**src/rtl/axc_error_sweep_ctrl_if.sv**
```systemverilog
// rtl/axc_error_sweep_ctrl_if.sv - stimulus/response and result bus of the error sweep sequencer
interface axc_error_sweep_ctrl_if #(
  parameter int IN_W  = 4,
  parameter int OUT_W = 3
);
  logic                  start;
  logic [IN_W-1:0]       vec;
  logic [OUT_W-1:0]      exact_out;
  logic [OUT_W-1:0]      approx_out;
  logic                  busy;
  logic                  done;
  logic [OUT_W-1:0]      max_err;
  logic [OUT_W+IN_W-1:0] sum_err;
  logic [IN_W:0]         err_cnt;
  logic                  violation;
  logic [IN_W-1:0]       first_viol_vec;

  modport slave (
    input  start, exact_out, approx_out,
    output vec, busy, done, max_err, sum_err, err_cnt, violation, first_viol_vec
  );

  modport master (
    output start, exact_out, approx_out,
    input  vec, busy, done, max_err, sum_err, err_cnt, violation, first_viol_vec
  );
endinterface

```
**src/rtl/axc_error_sweep_ctrl.sv**
```systemverilog
// rtl/axc_error_sweep_ctrl.sv - exhaustive exact-vs-approximate error sweep sequencer
// Optional EARLY_ABORT_EN: the first threshold violation ends the sweep.
module axc_error_sweep_ctrl #(
  parameter int IN_W  = 4,
  parameter int OUT_W = 3,
  parameter int ET    = 2
) (
  input logic                   clk,
  input logic                   rst_n,
  axc_error_sweep_ctrl_if.slave bus
);
  localparam logic [IN_W-1:0] LAST_VEC = '1;

  typedef enum logic [1:0] {S_IDLE, S_SWEEP, S_DONE} state_e;

  state_e                state_q, state_d;
  logic [IN_W-1:0]       vec_q, vec_d;
  logic [OUT_W-1:0]      max_err_q, max_err_d;
  logic [OUT_W+IN_W-1:0] sum_err_q, sum_err_d;
  logic [IN_W:0]         err_cnt_q, err_cnt_d;
  logic                  viol_q, viol_d;
  logic [IN_W-1:0]       first_viol_q, first_viol_d;

  logic [OUT_W:0]   diff_full;
  logic [OUT_W:0]   abs_full;
  logic [OUT_W-1:0] d;
  logic             new_viol;

  // Difference is taken one bit wider so the sign is visible before taking magnitude.
  always_comb begin
    diff_full = {1'b0, bus.exact_out} - {1'b0, bus.approx_out};
    abs_full  = diff_full[OUT_W] ? (~diff_full + 1'b1) : diff_full;
    d         = abs_full[OUT_W-1:0];
    new_viol  = (32'(abs_full) > 32'(ET)) && !viol_q;
  end

  always_comb begin
    state_d      = state_q;
    vec_d        = vec_q;
    max_err_d    = max_err_q;
    sum_err_d    = sum_err_q;
    err_cnt_d    = err_cnt_q;
    viol_d       = viol_q;
    first_viol_d = first_viol_q;
    case (state_q)
      S_IDLE: begin
        if (bus.start) begin
          state_d      = S_SWEEP;
          vec_d        = '0;
          max_err_d    = '0;
          sum_err_d    = '0;
          err_cnt_d    = '0;
          viol_d       = 1'b0;
          first_viol_d = '0;
        end
      end
      S_SWEEP: begin
        if (d > max_err_q) max_err_d = d;
        sum_err_d = sum_err_q + (OUT_W+IN_W)'(d);
        err_cnt_d = err_cnt_q + (IN_W+1)'(d != '0);
        if (new_viol) begin
          viol_d       = 1'b1;
          first_viol_d = vec_q;
        end
`ifdef EARLY_ABORT_EN
        if (vec_q == LAST_VEC || new_viol) state_d = S_DONE;
        else                               vec_d   = vec_q + 1'b1;
`else
        if (vec_q == LAST_VEC) state_d = S_DONE;
        else                   vec_d   = vec_q + 1'b1;
`endif
      end
      S_DONE: begin
        state_d = S_IDLE;
        vec_d   = '0;
      end
      default: state_d = S_IDLE;
    endcase
  end

  always_ff @(posedge clk) begin
    if (!rst_n) begin
      state_q      <= S_IDLE;
      vec_q        <= '0;
      max_err_q    <= '0;
      sum_err_q    <= '0;
      err_cnt_q    <= '0;
      viol_q       <= 1'b0;
      first_viol_q <= '0;
    end else begin
      state_q      <= state_d;
      vec_q        <= vec_d;
      max_err_q    <= max_err_d;
      sum_err_q    <= sum_err_d;
      err_cnt_q    <= err_cnt_d;
      viol_q       <= viol_d;
      first_viol_q <= first_viol_d;
    end
  end

  assign bus.vec            = vec_q;
  assign bus.busy           = (state_q == S_SWEEP);
  assign bus.done           = (state_q == S_DONE);
  assign bus.max_err        = max_err_q;
  assign bus.sum_err        = sum_err_q;
  assign bus.err_cnt        = err_cnt_q;
  assign bus.violation      = viol_q;
  assign bus.first_viol_vec = first_viol_q;
endmodule

```
**src/flat_wrapper.sv**
```systemverilog
// flat-port wrapper written by rule: the top's interface ports become plain ports
module axc_error_sweep_ctrl_flat 
#(
  parameter int IN_W  = 4,
  parameter int OUT_W = 3,
  parameter int ET    = 2
)
  (clk, rst_n, bus_start, bus_exact_out, bus_approx_out, bus_vec, bus_busy, bus_done, bus_max_err, bus_sum_err, bus_err_cnt, bus_violation, bus_first_viol_vec);
  axc_error_sweep_ctrl_if #(.IN_W(IN_W), .OUT_W(OUT_W)) bus_i ();
  input logic clk;
  input logic rst_n;
  input wire logic [$bits(bus_i.start)-1:0] bus_start;
  input wire logic [$bits(bus_i.exact_out)-1:0] bus_exact_out;
  input wire logic [$bits(bus_i.approx_out)-1:0] bus_approx_out;
  output wire logic [$bits(bus_i.vec)-1:0] bus_vec;
  output wire logic [$bits(bus_i.busy)-1:0] bus_busy;
  output wire logic [$bits(bus_i.done)-1:0] bus_done;
  output wire logic [$bits(bus_i.max_err)-1:0] bus_max_err;
  output wire logic [$bits(bus_i.sum_err)-1:0] bus_sum_err;
  output wire logic [$bits(bus_i.err_cnt)-1:0] bus_err_cnt;
  output wire logic [$bits(bus_i.violation)-1:0] bus_violation;
  output wire logic [$bits(bus_i.first_viol_vec)-1:0] bus_first_viol_vec;
  assign bus_i.start = bus_start;
  assign bus_i.exact_out = bus_exact_out;
  assign bus_i.approx_out = bus_approx_out;
  assign bus_vec = bus_i.vec;
  assign bus_busy = bus_i.busy;
  assign bus_done = bus_i.done;
  assign bus_max_err = bus_i.max_err;
  assign bus_sum_err = bus_i.sum_err;
  assign bus_err_cnt = bus_i.err_cnt;
  assign bus_violation = bus_i.violation;
  assign bus_first_viol_vec = bus_i.first_viol_vec;
  axc_error_sweep_ctrl #(.IN_W(IN_W), .OUT_W(OUT_W), .ET(ET)) u_core (.clk(clk), .rst_n(rst_n), .bus(bus_i));
endmodule
```
**config.mk**
```make
export PLATFORM = sky130hd
export DESIGN_NAME = axc_error_sweep_ctrl_flat
export DESIGN_NICKNAME = d
export VERILOG_FILES = /design/src/rtl/axc_error_sweep_ctrl_if.sv /design/src/rtl/axc_error_sweep_ctrl.sv /design/src/flat_wrapper.sv
export SDC_FILE = /design/constraint.sdc
export NUM_CORES = 1
export LEC_CHECK = 0
export CAP_MARGIN = 20
export CORE_MARGIN = 2
export CORE_UTILIZATION = 65
export CTS_CLUSTER_DIAMETER = 50
export CTS_CLUSTER_SIZE = 20
export DETAILED_ROUTE_END_ITERATION = 7
export DONT_BUFFER_PORTS = 1
export GPL_TIMING_DRIVEN = 1
export PLACE_DENSITY_LB_ADDON = 0.15
export SKIP_LAST_GASP = 1
export SLEW_MARGIN = 25
export SYNTH_ARGS = -nofsm -noshare
export SYNTH_HDL_FRONTEND = slang
export SYNTH_SLANG_ARGS = --single-unit
```
**constraint.sdc**
```tcl
create_clock -name clk -period 9.3 [get_ports clk]
set_clock_uncertainty 0.1 [all_clocks]
set_input_delay 1.86 -clock clk [delete_from_list [all_inputs] [get_ports clk]]
set_output_delay 1.86 -clock clk [all_outputs]
set_load 0.005 [all_outputs]
```
Word-level counts from Yosys, hierarchy flattened
Cells that the tools add are included.
{"block": "word_totals", "regBits": 26, "inputBits": 9, "output_inout_bits": 26, "wordCells": 53}
{"block": "op_classes", "n_addsub": 5, "n_lt_le_gt_ge": 2, "n_eq_ne": 8, "mux": 19, "bitwise": 1, "reduce_logical": 11}
{"operator": "4-bit 2-to-1 mux", "count": 4}
{"operator": "7-bit one-hot mux with 2 select lines", "count": 1}
{"operator": "4-bit one-hot mux with 3 select lines", "count": 1}
{"operator": "5-bit one-hot mux with 2 select lines", "count": 1}
{"operator": "3-bit AND reduction", "count": 3}
{"operator": "4-bit by 1-bit adder with 4-bit output (second input constant)", "count": 2}
{"operator": "4-bit one-hot mux with 2 select lines", "count": 1}
{"operator": "7-bit by 3-bit adder with 7-bit output", "count": 1}
{"operator": "7-bit 2-to-1 mux", "count": 1}
{"operator": "3-bit 2-to-1 mux", "count": 2}
{"operator": "2-bit by 1-bit != test with 1-bit output (second input constant)", "count": 3}
{"operator": "3-bit one-hot mux with 2 select lines", "count": 1}
{"operator": "3-bit nonzero test", "count": 2}
{"operator": "5-bit by 1-bit adder with 5-bit output", "count": 1}
{"operator": "5-bit 2-to-1 mux", "count": 1}
{"operator": "4-bit equality test (second input constant)", "count": 1}
{"operator": "4-bit by 2-bit > comparator with 1-bit output (second input constant)", "count": 1}
{"operator": "2-bit 2-to-1 mux", "count": 2}
{"operator": "2-bit != test (second input constant)", "count": 2}
{"operator": "4-bit inverter", "count": 1}
{"operator": "2-bit one-hot mux with 2 select lines", "count": 1}
{"operator": "2-bit AND reduction", "count": 2}
{"operator": "3-bit by 3-bit subtractor with 4-bit output", "count": 1}
{"operator": "3-bit > comparator", "count": 1}
{"operator": "8 further kinds", "count": 9}

Longest topological paths before layout
Gate-level depths: netlist of run 1.
{"block": "logic_depth", "depth_word": 8, "mapped_depth": 15, "mapped_depth_nobuf": 15}

Worst setup path after synthesis of run 1
Ideal clock, no wire load.
{"block": "synth_path", "path_kind": "input port to flip-flop", "startpoint": "input port bus_exact_out[0]", "endpoint": "register u_core.err_cnt_q[2], in the netlist u_core.bus.err_cnt[2]", "setup_time_ns": 0.118, "arrival_time_ns": 4.443, "t_required_ns": 9.082, "setup_slack_ns": 4.638, "cell_stages": 14, "path_buffers": 0, "cell_sequence": "inv_1 > ha_1 > inv_1 > fa_1 > inv_1 > ha_1 > nand3b_1 > xnor2_1 > or3_1 > ha_1 > ha_1 > mux2_2 > a22oi_1 > nor2b_1"}
{"block": "synth_between", "elab_chain_cells": 7}
{"element": "from (decl)", "line_no": "flat_wrapper.sv:13", "rtl": "input wire logic [$bits(bus_i.exact_out)-1:0] bus_exact_out;"}
{"element": "3-bit by 3-bit subtractor with 4-bit output *", "line_no": "axc_error_sweep_ctrl.sv:31", "rtl": "diff_full = {1'b0, bus.exact_out} - {1'b0, bus.approx_out};"}
{"element": "4-bit inverter", "line_no": "axc_error_sweep_ctrl.sv:32", "rtl": "abs_full = diff_full[OUT_W] ? (~diff_full + 1'b1) : diff_full;"}
{"element": "4-bit by 1-bit adder with 4-bit output", "line_no": "axc_error_sweep_ctrl.sv:32"}
{"element": "4-bit 2-to-1 mux *", "line_no": "axc_error_sweep_ctrl.sv:32"}
{"element": "3-bit nonzero test *", "line_no": "axc_error_sweep_ctrl.sv:60", "rtl": "err_cnt_d = err_cnt_q + (IN_W+1)'(d != '0);"}
{"element": "5-bit by 1-bit adder with 5-bit output *", "line_no": "axc_error_sweep_ctrl.sv:60"}
{"element": "5-bit one-hot mux with 2 select lines *", "line_no": "axc_error_sweep_ctrl.sv:45", "rtl": "case (state_q)"}
{"element": "to (signal assigned)", "line_no": "axc_error_sweep_ctrl.sv:95", "rtl": "err_cnt_q <= err_cnt_d;"}
{"element": "to (decl)", "line_no": "axc_error_sweep_ctrl.sv:20", "rtl": "logic [IN_W:0] err_cnt_q, err_cnt_d;"}
Mark *: on every way between the ends. The rest lies on a longest branch, timed or not.
A chain may end at the register's enable or synchronous reset.

Worst setup path after layout of run 1
{"block": "layout_path", "startpoint": "input port bus_exact_out[0]", "endpoint": "register u_core.max_err_q[0], in the netlist u_core.bus.max_err[0]"}
{"block": "layout_between", "elab_chain_cells": 7, "word_cells_on_any_way": 9, "cone_classes": "add/sub (2); order compare (1); eq/ne (1); mux (3); bitwise (1); reduce/logical (1)"}
{"element": "3-bit by 3-bit subtractor with 4-bit output *", "line_no": "axc_error_sweep_ctrl.sv:31"}
{"element": "4-bit inverter", "line_no": "axc_error_sweep_ctrl.sv:32"}
{"element": "4-bit by 1-bit adder with 4-bit output", "line_no": "axc_error_sweep_ctrl.sv:32"}
{"element": "4-bit 2-to-1 mux *", "line_no": "axc_error_sweep_ctrl.sv:32"}
{"element": "3-bit > comparator", "line_no": "axc_error_sweep_ctrl.sv:58", "rtl": "if (d > max_err_q) max_err_d = d;"}
{"element": "2-bit by 1-bit != test with 1-bit output (no source line)"}
{"element": "3-bit AND reduction (no source line)"}
{"element": "to (signal assigned)", "line_no": "axc_error_sweep_ctrl.sv:93", "rtl": "max_err_q <= max_err_d;"}
{"element": "to (decl)", "line_no": "axc_error_sweep_ctrl.sv:18", "rtl": "logic [OUT_W-1:0] max_err_q, max_err_d;"}
Mark *: on every way between the ends. The rest lies on a longest branch, timed or not. The select of a mux whose other input is x is not followed.

==> summary.md, run 1 <==
| Metric | Value |
|---|---|
| Critical path origin | bus_exact_out[0] |
| Placer congestion estimate | 0.699 |
| LEAKAGE | 0.000645 uW |
| DR vias | 1,203 |
| Post-synthesis compound-gate area fraction | 0.184 |
| Combinational Power Share | 0.265 |
| Post-Syn Area per Cell | 9.15 um2 |
| Hold Path Class | flop to flop |
| Pint | 166 uW |
| Final Hold Vio Count | 0 |
| Yosys warns | 0 |
| NumNets Final | 190 |
| Most common cell after layout, fill and taps aside | dfxtp_1 |
| Synth Area in Adders | 0.143 |
| Portion of netlist area occupied by mux cells | 0.0539 |
| Die width | around 52 um |
| Crit path max fanout | 5 |
| Post-CTS Resized | 0 |
| Setup Buffers After CTS | 0 |
| Commonest non-fill, non-tap cells in the layout | 26 x dfxtp_1, 14 x nand3_1, 14 x ha_1 |
| Max cap viols | 0 |
| Post-DRT Antenna Nets | 0 |
| # DRC | 0 |
| Gr usage total | 0.240 |
| Share of layout cells above drive strength 1 | 0.0549 |
| Seq/Total Area, Yosys | 0.345 |
| Vias in the first global route | 1,117 |
| Min cycle time layout | 4.67 ns |
| Hold Path Origin | u_core.bus.first_viol_vec[3] |
| Slew headroom | 0.628 |
| Fin. max-slew vios | 0 |
| FP Rows | 17 |
| Synth Instances | 165 |
| Measured slew at the worst slew-check pin | roughly 0.54 ns |
| Main synth FF type | dfxtp_1 |
| Crit Path Class | input port to flop |
| Initial antenna violation count | 0 |
| Reg2reg start | u_core.bus.sum_err[0] |
| PwrDens | 157 mW/mm2 |
| EDFF count, synth | 0 |
| Clock network power share | 0.240 |
| Skew-Pair Late Insertion Delay | between 0.3 and 0.4 ns |
| Number of CTS-inserted buffers | 3 |
| Worst endpoint required time | 9.45 ns |
| Maximum vdd drop | 0.108 mV |
| CTS tree | built |
| Die area | 0.00272 mm2 |
| Fin cells | approximately 190 |
| Die height | roughly 52 um |
| Sw Ratio | 0.321 |
| Final Total Pwr | 244 uW |
| I/O Pins | 35 |
| Buffers on Ports | 0 |
| Asr flop ratio synth | 0 |
| # diodes | 0 |
| Clock sinks | 26 |
| CP Data Arrival Time | 4.82 ns |
| Placed cells | about 190 |
| Root Buffer | clkbuf_4 |
| CTS Hold Bufs | 0 |
| Hold depth | 2 |
| Worst setup SP type | input port |
| Net Count, Synth | 190 |
| Clk pin slew, worst setup/hold paths | 0.14 ns |
| Largest family of logic cells by synthesized area | simple AND/OR/NAND/NOR gates |
| Area growth from synthesis to layout | 3.40% |
| Outcome | complete, no violations |
| Worst R2R Path Depth | 7 |
| Seq pwr share | 0.495 |
| Max Clock Freq | approximately 210 MHz |
| First-pass GRT wire length | 4.84 mm |
| Vias per std cell | 6.27 |
| Post-Synthesis Cell Area | 0.00151 mm2 |
| FF+latch count, synth | 26 |
| Simple-Gate Fraction of Synth Area | 0.205 |
| Longest Clk Path Bufs | 2 |
| Crit end category | flop |
| Final WL | 3.08 mm |
| Unique cell type count in the Yosys netlist | 36 |
| Final period utilization | 0.502 |
| 1st-iter DRT viols | 39 |
| Psw | 78.4 uW |
| Final Setup Violations | 0 |
| Detailed placement HPWL | 2.32 mm |
| Largest net degree at the start of global routing | 31 |
| TNS Setup | 0 ns |
| Placeable Area | about 0.0022 mm2 |
| Starting density of the core | 0.682 |
| Grt ovf | 0 |
| Routed WL per cell | roughly 16 um |
| Post-Synth XOR/XNOR Area | 0.0290 |
| Htree depth | 1 |
| First-pass detailed-route iteration total | 4 |
| RSZ-0062 raised after global routing | no |
==> routing by layer <==
layer / wire length [um] / vias up / track usage
met5: 0 / - / 0
met4: 42 / 0 / 0.0769
met3: 154 / 5 / 0.0457
met2: 1550 / 38 / 0.416
met1: 1330 / 571 / 0.299
li1: - / 589 / -
==> cell families after synthesis <==
| logic type | Yosys count |
|---|---|
| xor+xnor | 5 |
| simple gates | 58 |
| mux | 8 |
| buf+inv | 16 |
| fa+ha+maj | 16 |
| compound gates | 36 |
| flops | 26 |
==> power groups by stage <==
stage / sequential, uW / combinational [uW] / clock, uW
2_1_floorplan: 122 / 53.5 / 0
3_3_place_gp: 123 / 59.7 / 0
3_5_place_dp: 123 / 64.3 / 0
4_1_cts: 121 / 64.0 / 60.0
5_1_grt: 122 / 71.4 / 64.0
6_report: 121 / 64.8 / 58.5
==> worst max-delay path, cell delays in order <==
cell and delay [ns]:
inv_1 0.05, ha_1 0.16, inv_1 0.06, fa_1 0.53
inv_1 0.08, ha_1 0.33, inv_1 0.08, mux2i_1 0.43
ha_1 0.34, nor2b_1 0.13, o21a_1 0.18, o211ai_1 0.27
nand3_1 0.12, a21boi_0 0.20
==> sequential cells by signal, indices dropped and copies added (netlist names) <==
name                       flops
u_core.bus.max_err             3
u_core.bus.first_viol_vec      4
u_core.bus.err_cnt             5
u_core.bus.vec                 4
u_core.state_q                 2
u_core.bus.sum_err             7
u_core.bus.violation           1
==> final timing paths <==
| path | endpoint | slack (ns) |
|---|---|---|
| hold / removal | u_core.bus.first_viol_vec[3] | 0.40 |
| setup reg to reg | u_core.bus.sum_err[6] | 7.46 |
| setup / recovery | u_core.bus.max_err[0] | 4.63 |
| hold reg to reg | u_core.bus.first_viol_vec[3] | 0.40 |
==> area by class of cell <==
type	count	area [um2]
inverter	11	41.3
sequential	26	520
tap	28	35.0
multi-input combinational	123	927
clock buffer	4	36.3
fill	181	652
==> synthesized netlist by cell type, types with 2 or more instances <==
master    number  share of area
a21oi_1        3         0.0099
o211ai_1       5          0.025
nor2_1         6          0.015
o21ai_0        6          0.020
and3_1         2         0.0083
nand3_1       14          0.046
nor2b_1        8          0.033
nand4_1        4          0.017
nand2b_1       2         0.0083
mux2i_1        7          0.046
a22oi_1        6          0.030
xor2_1         4          0.023
o211a_1        2          0.013
o21bai_1       2         0.0099
or3_1          3          0.012
fa_1           2          0.027
nand3b_1       2         0.0099
and2_1         5          0.021
dfxtp_1       26           0.34
ha_1          14           0.12
clkbuf_1       4         0.0099
a21boi_0       6          0.030
nand2_1       10          0.025
inv_1         10          0.025
==> per-stage QoR <==
stage                util  hold WS, ns  instance area (um2)  setup WS (ns)
finish              0.705        0.401                 1560           4.63
global route        0.705        0.440                 1560           4.38
CTS                 0.705        0.405                 1560           4.68
detailed placement  0.689        0.386                 1520           4.31
global placement    0.689        0.378                 1520           4.46
floorplan               -        0.363                 1510           4.64
Power figures use the tool's default switching activity.
==> inputs of run 2 (changes only) <==
Settings changed: CORE_UTILIZATION 65 to 62.
Clock period 9.3 ns to 4.5 ns, I/O delays scaled along.
==> summary.md, run 2 (synthesis gave the netlist of run 1 again) <==
| Metric | Value |
|---|---|
| CTS tree | built (unchanged) |
| NumNets Final | 190 (unchanged) |
| Sw Ratio | 0.317 (was 0.321) |
| Longest Clk Path Bufs | 2 (unchanged) |
| Max cap viols | 0 (unchanged) |
| Fin cells | 192 (unchanged) |
| Initial antenna violation count | 0 (unchanged) |
| Worst endpoint required time | 4.60 ns (was 9.45 ns) |
| Most common cell after layout, fill and taps aside | dfxtp_1 (unchanged) |
| First-pass detailed-route iteration total | 4 (unchanged) |
| Combinational Power Share | 0.269 (was 0.265) |
| CP Data Arrival Time | 3.76 ns (was 4.82 ns) |
| Clock network power share | 0.232 (was 0.240) |
| Setup Buffers After CTS | 0 (unchanged) |
| Min cycle time layout | 3.65 ns |
| Die width | 53.3 um (was 52.2 um) |
| Slew headroom | 0.633 (was 0.628) |
| Routed WL per cell | 16.3 um (was 16.0 um) |
| Skew-Pair Late Insertion Delay | 0.32 ns (was 0.33 ns) |
| Worst setup SP type | input port (unchanged) |
| Area growth from synthesis to layout | 3.40% (unchanged) |
| 1st-iter DRT viols | 22 (was 39) |
| # diodes | 0 (unchanged) |
| Pint | 343 uW (was 166 uW) |
| Clock sinks | 26 (unchanged) |
| Placeable Area | 0.00225 mm2 (was 0.00221 mm2) |
| Final Hold Vio Count | 0 (unchanged) |
| Commonest non-fill, non-tap cells in the layout | 26 x dfxtp_1, 14 x nand3_1, 14 x ha_1 (unchanged) |
| DR vias | 1,223 (was 1,203) |
| GR peak layer | met2 (unchanged) |
| Largest net degree at the start of global routing | 31 (unchanged) |
| Fillers | 188 (was 181) |
| Met1 Use GR | 0.303 (was 0.299) |
| Placer congestion estimate | 0.872 (was 0.699) |
| Crit end category | flop (unchanged) |
| Root Buffer | clkbuf_4 (unchanged) |
| FF/Latch Area | 520 um2 (unchanged) |
| Grt ovf | 0 (unchanged) |
| Max FFs per register | 7 (unchanged) |
| Gr usage total | 0.252 (was 0.240) |
| Post-DRT Antenna Nets | 0 (unchanged) |
| Die area | 0.00284 mm2 (was 0.00272 mm2) |
| Crit path largest cell delay | 0.54 ns (was 0.53 ns) |
| CP cell instances | inv_1 > ha_1 > inv_1 > fa_1 > inv_1 > ha_1 > inv_1 > mux2i_1 > ha_1 > nor2b_1 > o21a_1 > o211a_1 > o211ai_1 > a21boi_0 (was inv_1 > ha_1 > inv_1 > fa_1 > inv_1 > ha_1 > inv_1 > mux2i_1 > ha_1 > nor2b_1 > o21a_1 > o211ai_1 > nand3_1 > a21boi_0) |
| Maximum vdd drop | 0.219 mV (was 0.108 mV) |
| Final period utilization | 0.812 |
| LEAKAGE | 0.000645 uW (unchanged) |
| Starting density of the core | 0.669 (was 0.682) |
| Buffers on Ports | 0 (unchanged) |
| Fin. max-slew vios | 0 (unchanged) |
| Outcome | complete, no violations (unchanged) |
| Crit Path Class | input port to flop (unchanged) |
| Vias in the first global route | 1,168 (was 1,117) |
| FP Rows | 17 (unchanged) |
| Clk pin slew, worst setup/hold paths | 0.13 ns (was 0.14 ns) |
| Htree depth | 1 (unchanged) |
| Number of CTS-inserted buffers | 3 (unchanged) |
| Post-CTS Resized | 0 (unchanged) |
| Share of layout cells above drive strength 1 | 0.0549 (unchanged) |
| Most frequent cell on the critical path | inv_1 (unchanged) |
| Seq pwr share | 0.499 (was 0.495) |
| Die height | 53.3 um (was 52.2 um) |
| Hold Path Class | flop to flop (unchanged) |
| Measured slew at the worst slew-check pin | 0.547 ns (was 0.543 ns) |
| Met2 Use GR | 0.428 (was 0.416) |
| Detailed placement HPWL | 2.32 mm (about the same) |
| Max Clock Freq | 274 MHz |
| Multi-input gate area | 927 um2 (unchanged) |
| Placed cells | 188 (unchanged) |
| RSZ-0062 raised after global routing | no (unchanged) |
| First-pass GRT wire length | 5.26 mm (was 4.84 mm) |
| Hold Slack | 0.402 ns (was 0.401 ns) |
| Crit path max fanout | 5 (unchanged) |
| Final WL | 3.13 mm (was 3.08 mm) |
| I/O Pins | 35 (unchanged) |
| Final Setup Violations | 0 (unchanged) |
| TNS Setup | 0 ns (unchanged) |
| # DRC | 0 (unchanged) |
| Slowest CP cell | fa_1 (unchanged) |
| Grt met3 use | 0.0763 (was 0.0457) |
| Vias per std cell | 6.37 (was 6.27) |
| Psw | 159 uW (was 78.4 uW) |
| CTS Hold Bufs | 0 (unchanged) |
| PwrDens | 322 mW/mm2 (was 157 mW/mm2) |
run 2: cell counts in the layout (fill, tap and decap cells not counted):
No cell type changed its count.
run 2: final cells by class:
type,count,area share
Clock buffer,4,0.0233
Inverter,11,0.0265
Multi-Input combinational cell,123,0.594
Sequential cell,26,0.334
Tap cell,28,0.0225
run 2: path summary, 6_finish.rpt:
kind,from,to,slack (ns),cells after the start
worst max-delay path,bus_exact_out[0],u_core.bus.max_err[1],0.85,14
worst min-delay path,u_core.bus.first_viol_vec[0],u_core.bus.first_viol_vec[0],0.40,2
worst max register to register,u_core.bus.sum_err[0],u_core.bus.sum_err[6],2.64,7
worst min register to register,u_core.bus.first_viol_vec[0],u_core.bus.first_viol_vec[0],0.40,2
run 2: routing by layer:
| layer | routed length, um | up-vias |
|---|---|---|
| li1 | - | 591 |
| met1 | 1350 | 582 |
| met2 | 1550 | 48 |
| met3 | 217 | 2 |
| met4 | 17 | 0 |
| met5 | 0 | - |
run 2: worst max-delay path: cells and delay by family:
kind	cells	cell delay (ns)
fa+ha+maj	4	1.36
compound gates	4	0.74
mux	1	0.39
buf+inv	4	0.23
simple gates	1	0.13
run 2: per-stage QoR:
| step | util | setup slack, ns | power (uW) | instance area (um2) |
|---|---|---|---|---|
| global placement | 0.676 | 0.650 | 378 | 1520 |
| global route | 0.692 | 0.671 | 532 | 1560 |
| floorplan | - | 0.798 | 363 | 1510 |
| detailed placement | 0.676 | 0.553 | 388 | 1520 |
| CTS | 0.692 | 0.893 | 501 | 1560 |
| finish | 0.692 | 0.846 | 502 | 1560 |
run 2: power groups by stage:
| stage | sequential, uW | clock, uW | combinational (uW) |
|---|---|---|---|
| floorplan | 252 | 0 | 111 |
| global placement | 255 | 0 | 123 |
| detailed placement | 255 | 0 | 133 |
| CTS | 250 | 118 | 133 |
| global route | 252 | 128 | 152 |
| finish | 250 | 117 | 135 |
==> inputs of run 3 (changes only) <==
Settings changed: CORE_UTILIZATION 62 to 56.
Clock period 4.5 ns to 3.2 ns, I/O delays scaled along.
==> summary.md, run 3 (synthesis gave the netlist of run 1 again) <==
| Metric | Value |
|---|---|
| Crit path max fanout | 3 (was 5) |
| Area growth from synthesis to layout | 10.5% (was 3.40%) |
| Die height | 55.9 um (was 53.3 um) |
| Number of CTS-inserted buffers | 3 (unchanged) |
| PwrDens | 434 mW/mm2 (was 322 mW/mm2) |
| Placeable Area | 0.00252 mm2 (was 0.00225 mm2) |
| Pre-CTS setup slack | -0.264 ns (was 0.553 ns) |
| I/O Pins | 35 (unchanged) |
| Post-DRT Antenna Nets | 0 (unchanged) |
| Vias per std cell | 6.12 (was 6.37) |
| Maximum vdd drop | 0.289 mV (was 0.219 mV) |
| Share of layout cells above drive strength 1 | 0.140 (was 0.0549) |
| Placer congestion estimate | 0.851 (was 0.872) |
| 1st-iter DRT viols | 50 (was 22) |
| Largest net degree at the start of global routing | 31 (unchanged) |
| Crit end category | flop (unchanged) |
| Starting density of the core | 0.598 (was 0.669) |
| Crit Path Class | input port to flop (unchanged) |
| Gr usage total | 0.204 (was 0.252) |
| Root Buffer | clkbuf_4 (unchanged) |
| Fin cells | 201 (was 192) |
| Hold Path Class | input port to flop (was flop to flop) |
| FP Rows | 18 (was 17) |
| RSZ-0062 raised after global routing | yes (was no) |
| Hold depth | 1 (was 2) |
| # diodes | 0 (unchanged) |
| Worst endpoint required time | 3.33 ns (was 4.60 ns) |
| Min cycle time layout | 3.12 ns |
| # DRC | 0 (unchanged) |
| Worst setup SP type | input port (unchanged) |
| Max Clock Freq | 320 MHz |
| Outcome | complete, no violations (unchanged) |
| Final period utilization | 0.976 |
| Max FFs per register | 7 (unchanged) |
| CP Data Arrival Time | 3.25 ns (was 3.76 ns) |
| Longest Clk Path Bufs | 2 (unchanged) |
| DR vias | 1,230 (was 1,223) |
| Multi-input gate area | 973 um2 (was 927 um2) |
| Max cap viols | 0 (unchanged) |
| Htree depth | 1 (unchanged) |
| CTS tree | built (unchanged) |
| Most common cell after layout, fill and taps aside | dfxtp_1 (unchanged) |
| Slew headroom | 0.655 (was 0.633) |
| Initial antenna violation count | 0 (unchanged) |
| Final Setup Violations | 0 (unchanged) |
| Detailed placement HPWL | 2.36 mm (was 2.32 mm) |
| LEAKAGE | 0.000680 uW (was 0.000645 uW) |
| Clk pin slew, worst setup/hold paths | 0.14 ns (was 0.13 ns) |
| Clock sinks | 26 (unchanged) |
| Die width | 55.9 um (was 53.3 um) |
| Final WL | 3.18 mm (was 3.13 mm) |
| Routed WL per cell | 15.8 um (was 16.3 um) |
| Grt ovf | 0 (unchanged) |
| Measured slew at the worst slew-check pin | 0.517 ns (was 0.547 ns) |
| Skew-Pair Late Insertion Delay | 0.32 ns (about the same) |
| Buffers on Ports | 0 (unchanged) |
| First-pass detailed-route iteration total | 4 (unchanged) |
| Fillers | 218 (was 188) |
| Final Hold Vio Count | 0 (unchanged) |
| Fin. max-slew vios | 0 (unchanged) |
| FF/Latch Area | 520 um2 (unchanged) |
| Worst R2R Path Depth | 7 (unchanged) |
| First-pass GRT wire length | 5.18 mm (was 5.26 mm) |
| Vias in the first global route | 1,217 (was 1,168) |
| CTS Hold Bufs | 0 (unchanged) |
| NumNets Final | 198 (was 190) |
| Placed cells | 197 (was 188) |
| Final worst setup slack | 0.0772 ns (was 0.846 ns) |
| Die area | 0.00313 mm2 (was 0.00284 mm2) |
| Commonest non-fill, non-tap cells in the layout | 26 x dfxtp_1, 14 x nand3_1, 10 x nand2_1, 10 x ha_1 (was 26 x dfxtp_1, 14 x nand3_1, 14 x ha_1) |
[run 3: cell types whose count changed in the layout (fill, tap and decap cells not counted), moves of 2 or more]
cell   previous run  this run
inv_1            10         8
buf_4             0         8
ha_4              0         2
ha_2              0         2
ha_1             14        10
[run 3: worst max-delay path: stages]
cell and delay [ns]:
inv_12 0.03, ha_4 0.12, inv_2 0.03, fa_1 0.51
inv_1 0.06, ha_2 0.17, nand3b_1 0.22, xnor2_2 0.19
or3_1 0.39, ha_2 0.20, ha_4 0.17, mux2_4 0.29
a22oi_1 0.17, nor2b_1 0.06
[run 3: report_power, final]
group | total (uW) | internal, uW | switching (uW)
Sequential | 352 | 336 | 16.6
Combinational | 237 | 114 | 124
Clock | 135 | 44.0 | 90.6
Total | 724 | 493 | 231
[run 3: path summary, 6_finish.rpt]
kind | to | start | slack [ns]
setup / recovery | u_core.bus.err_cnt[2] | bus_exact_out[0] | 0.08
setup reg to reg | u_core.bus.sum_err[6] | u_core.bus.sum_err[0] | 1.30
hold reg to reg | u_core.bus.first_viol_vec[2] | u_core.bus.first_viol_vec[2] | 0.40
hold / removal | u_core.bus.err_cnt[4] | rst_n | 0.33
[run 3: repair_timing]
item / CTS / global route
setup endpoints to repair: 0 / 2
hold endpoints to repair: 0 / 0
setup buffers: 0 / 1
gates resized for setup: 0 / 2
[run 3: metal layers]
layer / global-route usage / vias to the layer above / part of all wire
met5: 0 / - / 0
li1: - / 606 / -
met4: 0.0952 / 0 / 0.013
met3: 0.0419 / 6 / 0.053
met1: 0.246 / 583 / 0.45
met2: 0.349 / 35 / 0.48
[run 3: stage by stage]
step	TNS, ns	hold slack [ns]	power [uW]	utilization	instance area [um2]
floorplan	-0.823	0.363	520	-	1560
global route	-0.0109	0.319	767	0.661	1670
global placement	-0.767	0.382	577	0.647	1630
finish	0	0.334	724	0.661	1670
CTS	0	0.326	723	0.656	1660
detailed placement	-1.22	0.385	590	0.647	1630
[run 3: final cells by class]
cell class / count / area share
clock buffer: 3 / 0.0135
inverter: 11 / 0.0323
multi-input combinational: 123 / 0.584
sequential: 26 / 0.312
tap: 30 / 0.0225
timing repair buffer: 8 / 0.0360
